File: config.mk
export PLATFORM = sky130hd
export DESIGN_NAME = iob_div_subshift_signed_frac
export DESIGN_NICKNAME = d
export VERILOG_FILES = /design/src/rtl/iob_div_subshift_signed_frac.sv
export SDC_FILE = /design/constraint.sdc
export NUM_CORES = 1
export LEC_CHECK = 0
export ABC_AREA = 1
export BUFFER_PORTS_ARGS = -buffer_cell sky130_fd_sc_hd__buf_2
export CORE_UTILIZATION = 55
export CTS_CLUSTER_SIZE = 16
export DETAILED_ROUTE_END_ITERATION = 10
export GPL_TIMING_DRIVEN = 0
export PLACE_DENSITY = 0.8
export SLEW_MARGIN = 30
export SYNTH_ARGS = -nofsm -noshare
export SYNTH_HDL_FRONTEND = slang
export SYNTH_SLANG_ARGS = --single-unit
File: constraint.sdc
create_clock -name clk_i -period 2 [get_ports clk_i]
set_input_delay 0.3 -clock clk_i [delete_from_list [all_inputs] [get_ports clk_i]]
set_output_delay 0.3 -clock clk_i [all_outputs]
set_load 0.005 [all_outputs]
File: src/rtl/iob_div_subshift_signed_frac.sv
// Multi-cycle restoring subtract-shift divider with optional signed operands and
// FRAC_W fractional quotient bits: Q = (dividend << FRAC_W) / divisor, truncated toward zero.
module iob_div_subshift_signed_frac #(
    parameter int DATA_W = 8,
    parameter int FRAC_W = 4
) (
    input  logic                     clk_i,
    input  logic                     arst_n_i,
    input  logic                     cke_i,
    input  logic                     rst_i,
    input  logic                     start_i,
    input  logic                     signed_i,
    input  logic [DATA_W-1:0]        dividend_i,
    input  logic [DATA_W-1:0]        divisor_i,
    output logic                     busy_o,
    output logic                     done_o,
    output logic [DATA_W+FRAC_W-1:0] quotient_o,
    output logic [DATA_W-1:0]        remainder_o,
    output logic                     div_by_zero_o,
    output logic                     overflow_o
);
    localparam int QW    = DATA_W + FRAC_W;
    localparam int CNT_W = $clog2(QW);

    typedef enum logic [2:0] {IDLE, LOAD, ITER, FIX, DONE} state_t;

    state_t             state_q;
    logic [CNT_W-1:0]   cnt_q;
    logic [DATA_W-1:0]  dd_q, dv_q, dvMag_q;
    logic               sgn_q, qneg_q, rneg_q;
    logic [QW-1:0]      sh_q;
    logic [DATA_W:0]    rem_q;
    logic               busy_q, done_q, dbz_q, ovf_q;
    logic [QW-1:0]      quot_q;
    logic [DATA_W-1:0]  remo_q;

    logic [DATA_W-1:0]  ddMag, dvMag, rFix;
    logic [DATA_W:0]    remShift, rem_d;
    logic [DATA_W+1:0]  diff;
    logic               qBit, ovfFix;
    logic [QW-1:0]      sh_d, qFix, qZero;
    logic [QW-1:0]      maxPos, minNeg;

    // sh_q starts as the shifted |dividend| and fills with quotient bits from the LSB end,
    // so after QW steps it holds the unsigned quotient magnitude.
    always_comb begin
        maxPos   = {1'b0, {(QW-1){1'b1}}};
        minNeg   = {1'b1, {(QW-1){1'b0}}};
        ddMag    = (sgn_q && dd_q[DATA_W-1]) ? -dd_q : dd_q;
        dvMag    = (sgn_q && dv_q[DATA_W-1]) ? -dv_q : dv_q;
        remShift = {rem_q[DATA_W-1:0], sh_q[QW-1]};
        diff     = {1'b0, remShift} - {2'b00, dvMag_q};
        qBit     = ~diff[DATA_W+1];
        rem_d    = qBit ? diff[DATA_W:0] : remShift;
        sh_d     = {sh_q[QW-2:0], qBit};
        ovfFix   = sgn_q & ~qneg_q & sh_q[QW-1];
        qFix     = sh_q;
        if (ovfFix) begin
            qFix = maxPos;
        end else if (qneg_q) begin
            qFix = -sh_q;
        end
        rFix     = rneg_q ? -rem_q[DATA_W-1:0] : rem_q[DATA_W-1:0];
        qZero    = '1;
        if (sgn_q) begin
            qZero = dd_q[DATA_W-1] ? minNeg : maxPos;
        end
    end

    always_ff @(posedge clk_i or negedge arst_n_i) begin
        if (!arst_n_i) begin
            state_q <= IDLE;
            cnt_q   <= '0;
            dd_q    <= '0;
            dv_q    <= '0;
            dvMag_q <= '0;
            sgn_q   <= 1'b0;
            qneg_q  <= 1'b0;
            rneg_q  <= 1'b0;
            sh_q    <= '0;
            rem_q   <= '0;
            busy_q  <= 1'b0;
            done_q  <= 1'b0;
            dbz_q   <= 1'b0;
            ovf_q   <= 1'b0;
            quot_q  <= '0;
            remo_q  <= '0;
        end else if (cke_i) begin
            if (rst_i) begin
                state_q <= IDLE;
                cnt_q   <= '0;
                dd_q    <= '0;
                dv_q    <= '0;
                dvMag_q <= '0;
                sgn_q   <= 1'b0;
                qneg_q  <= 1'b0;
                rneg_q  <= 1'b0;
                sh_q    <= '0;
                rem_q   <= '0;
                busy_q  <= 1'b0;
                done_q  <= 1'b0;
                dbz_q   <= 1'b0;
                ovf_q   <= 1'b0;
                quot_q  <= '0;
                remo_q  <= '0;
            end else begin
                done_q <= 1'b0;
                case (state_q)
                    IDLE, DONE: begin
                        if (start_i) begin
                            state_q <= LOAD;
                            dd_q    <= dividend_i;
                            dv_q    <= divisor_i;
                            sgn_q   <= signed_i;
                            busy_q  <= 1'b1;
                            dbz_q   <= 1'b0;
                            ovf_q   <= 1'b0;
                        end else begin
                            state_q <= IDLE;
                        end
                    end
                    LOAD: begin
                        dvMag_q <= dvMag;
                        qneg_q  <= sgn_q & (dd_q[DATA_W-1] ^ dv_q[DATA_W-1]);
                        rneg_q  <= sgn_q & dd_q[DATA_W-1];
                        sh_q    <= QW'(ddMag) << FRAC_W;
                        rem_q   <= '0;
                        cnt_q   <= '0;
                        if (dv_q == '0) begin
                            state_q <= DONE;
                            busy_q  <= 1'b0;
                            done_q  <= 1'b1;
                            dbz_q   <= 1'b1;
                            quot_q  <= qZero;
                            remo_q  <= dd_q;
                        end else begin
                            state_q <= ITER;
                        end
                    end
                    ITER: begin
                        rem_q <= rem_d;
                        sh_q  <= sh_d;
                        if (cnt_q == CNT_W'(QW-1)) begin
                            state_q <= FIX;
                        end else begin
                            cnt_q <= cnt_q + 1'b1;
                        end
                    end
                    FIX: begin
                        state_q <= DONE;
                        busy_q  <= 1'b0;
                        done_q  <= 1'b1;
                        ovf_q   <= ovfFix;
                        quot_q  <= qFix;
                        remo_q  <= rFix;
                    end
                    default: state_q <= IDLE;
                endcase
            end
        end
    end

    assign busy_o        = busy_q;
    assign done_o        = done_q;
    assign quotient_o    = quot_q;
    assign remainder_o   = remo_q;
    assign div_by_zero_o = dbz_q;
    assign overflow_o    = ovf_q;
endmodule

==> metrics.md <==
| Metric | Value |
|---|---|
| Mean Syn Cell Area | `between 7 and 8 um^2` |
| Fraction of layout cells with a size suffix above 1 | `0.162` |
| DP HPWL | `8.89 mm` |
| Clk root buf | `clkbuf_8` |
| Final Cycle Share | `0.955` |
| Vias after detailed routing | `around 4.6k` |
| Max cap viols | `0` |
| Synth area leaders | `dfrtp_1 (41%), nand2_1 (14%), nand3_1 (6.7%)` |
| First-pass GRT wire length | `approximately 20 mm` |
| Fmax | `around 520 MHz` |
| RD Place Congestion | `~0.94` |
| Ys async rst share | `1.00` |
| First-pass iteration count of the detailed router | `5` |
| Worst-margin pin slew | `around 0.72 ns` |
| Hold Path Class | `primary input to register` |
| Synthesis Warnings | `0` |
| Clock sink count | `78` |
| Required time of the critical path | `approximately 2.3 ns` |
| Worst Clk Skew | `around 0.015 ns` |
| Switching Fraction | `0.347` |
| Initial antenna violation count | `0` |
| I/O Pins | `46` |
| Die Y-Extent | `around 95 um` |
| DRT antenna net count | `0` |
| DR iter-0 viols | `approximately 400` |
| Crit path kind | `register to register` |
| Hold Path Origin | `divisor_i[7]` |
| Pleak | `around 2.7 nW` |
| Finished Core Util | `0.653` |
| Status | `finished, final reports clean` |
| Post-synth top area cell | `dfrtp_1` |
| Setup Buffers After CTS | `0` |
| Wire length per cell | `15.1 um` |
| Reg clk slew, reported paths | `about 0.08 ns` |
| CTS tree | `yes` |
| I/O Buffers | `between 40 and 50` |
| Reg area | `around 0.002 mm^2` |
| Syn_nets | `slightly below 700` |
| Worst R2R Setup Slack | `about 0.090 ns` |
| Pwr dens | `about 910 mW/mm^2` |
| Synth top area share | `0.413` |
| Most frequent cells in the layout | `nand2_1 (180), inv_1 (79), dfrtp_1 (77)` |
| Setup violations, final | `0` |
| Seq/Total Area, Yosys | `0.413` |
| Area Growth Syn to Fin | `14.0%` |
| Top_reg_cell synth | `dfrtp_1` |
| Post-synth EDFFs | `0` |
| Site Rows | `33` |
| Synthesized flop and latch total | `78` |
| Total track usage | `0.295` |
| Vias in the first global route | `4342` |
| Logic pwr share | `0.316` |
| Grt total ovfl | `0` |
| Die width | `94.7 um` |
| Number of H-tree levels | `3` |
| Reg power frac | `0.391` |
| Slew Limit Fails | `0` |
| Clock Power Share | `0.293` |
| Crit Reg-Reg Startpoint | `rem_q[4]` |
| Worst Setup End Kind | `register` |
| Startpoint Class | `register` |
| WL final | `approximately 12 mm` |
| Area of the multi-input gates | `roughly 0.0024 mm^2` |
| Initial core utilization | `0.573` |
| P_sw | `0.00170 W` |
| Slew HR | `0.517` |
| Fillers | `696` |
| Vias per std cell | `roughly 5.7` |
| Maximum root-to-sink buffer count | `2` |
| Endpoint, Worst Hold | `dv_q[7]` |
| Post-route DRC | `0` |
| Hold Path Stages | `3` |
| Crit path time final | `between 1.5 and 2 ns` |
| Total die area | `about 0.0090 mm^2` |
| Max IR drop VDD | `roughly 570 uV` |
| Final hold vios | `0` |
| Num CTS Buffers | `9` |
| Mapped cell area | `0.00473 mm^2` |
| Final #Nets | `730` |
| Ant. Diodes | `0` |
| Int Pwr | `between 0.003 and 0.004 W` |
| Final setup TNS | `0 ns` |
| Pin count of the biggest net entering global routing | `45` |
| CORE AREA | `between 0.008 and 0.009 mm^2` |
| Fin cells | `approximately 800` |
| Crit Path Max Fanout | `10` |
| Register-to-Register Path Depth | `9` |
| Worst R2R End | `rem_q[6]` |
| Inst Count DP | `slightly below 800` |
| Clk_lat worst skew | `~0.36 ns` |
| Most common cell after layout, fill and taps aside | `nand2_1` |
| Critical Path AT | `roughly 2.2 ns` |
| Number of library cell types mapped by synthesis | `40` |
| Cells after Synth | `between 600 and 700` |
==> synthesized netlist by cell type (2+ instances only) <==
library cell	instances
inv_2	6
xnor2_1	3
buf_2	7
nand3_1	63
clkinv_1	3
o22ai_1	13
o21ai_2	4
o21ai_1	15
nand2_4	2
o21ai_0	52
ha_1	13
nor2_4	2
nand2_1	180
dfrtp_1	78
xor2_1	7
clkbuf_1	4
nand4_1	12
nand2_2	8
a21oi_1	20
nor3_1	2
nor2_1	33
nor3_2	2
o211ai_1	6
nand3_2	4
buf_4	3
inv_1	79
buf_6	3
==> registers in the layout, indices dropped and copies added, names as in the netlist <==
name / flops
dv_q: 8
cnt_q: 4
sgn_q: 1
dd_q: 8
busy_o: 1
div_by_zero_o: 1
done_o: 1
overflow_o: 1
remainder_o: 8
dvMag_q: 8
rneg_q: 1
sh_q: 12
rem_q: 8
state_q: 3
qneg_q: 1
quotient_o: 12
==> routing by layer <==
layer / GRT usage / wire [um]
met3: 0.0435 / 871
met4: 0.111 / 287
met1: 0.396 / 5200
met2: 0.484 / 5760
met5: 0 / 0
==> worst max-delay path: stages (launching register included) <==
cell and delay [ns]:
dfrtp_1 0.50, ha_4 0.35, nand2_1 0.11, nor3_4 0.19, nand2_2 0.12, nand3_2 0.12
buf_6 0.17, nand3_1 0.11, nand2_1 0.08, nand2_1 0.04
==> power by group through the flow <==
| stage | clock [W] | combinational [W] | sequential, W |
|---|---|---|---|
| 2_1_floorplan | 0 | 0.00107 | 0.00191 |
| 3_3_place_gp | 0 | 0.00143 | 0.00192 |
| 3_5_place_dp | 0 | 0.00148 | 0.00193 |
| 4_1_cts | 0.00144 | 0.00150 | 0.00190 |
| 5_1_grt | 0.00150 | 0.00174 | 0.00193 |
| 6_report | 0.00143 | 0.00155 | 0.00191 |
==> cell type report <==
type | instances | area share
Buffer | 18 | 0.0207
Sequential cell | 78 | 0.362
Timing Repair Buffer | 46 | 0.0469
Multi-Input combinational cell | 453 | 0.441
Tap cell | 105 | 0.0244
Clock buffer | 11 | 0.0262
Clock inverter | 4 | 0.0176
Inverter | 88 | 0.0613
==> cells by family after synthesis <==
kind of cell             after synthesis  share of synthesized area
buffers and inverters                106                     0.0934
adder cells (fa/ha/maj)               14                     0.0386
AND/OR/NAND/NOR                      313                      0.298
XOR/XNOR                              10                     0.0185
AO/OA/AOI/OAI                        116                      0.139
flip-flops                            78                      0.413
==> timing repair <==
item	in CTS	in global routing
hold buffers	1	0
endpoints found under the setup margin	0	10
gates resized for setup	0	7
endpoints found under the hold margin	34	0
==> stage by stage <==
| step | cell area [um^2] | setup WS, ns | power, W | hold WS (ns) |
|---|---|---|---|---|
| 6_report | 5390 | 0.0897 | 0.00489 | 0.182 |
| 5_1_grt | 5390 | -0.00888 | 0.00517 | 0.190 |
| 4_1_cts | 5350 | 0.00157 | 0.00484 | 0.179 |
| 3_5_place_dp | 5100 | 0.0315 | 0.00341 | 0.286 |
| 3_3_place_gp | 5080 | 0.0997 | 0.00336 | 0.459 |
| 2_1_floorplan | 4730 | 0.330 | 0.00299 | 0.00441 |
==> how the worst max path moves through the flow <==
stage / from / end / slack, ns
6_report: rem_q[4] / rem_q[6] / 0.09
5_1_grt: rem_q[1] / rem_q[6] / -0.009
4_1_cts: rem_q[4] / rem_q[6] / 0.002
3_5_place_dp: rem_q[4] / rem_q[6] / 0.03
3_3_place_gp: arst_n_i / quotient_o[8] / 0.1
2_1_floorplan: rem_q[4] / rem_q[3] / 0.33
(Power assumes the default switching activity.)
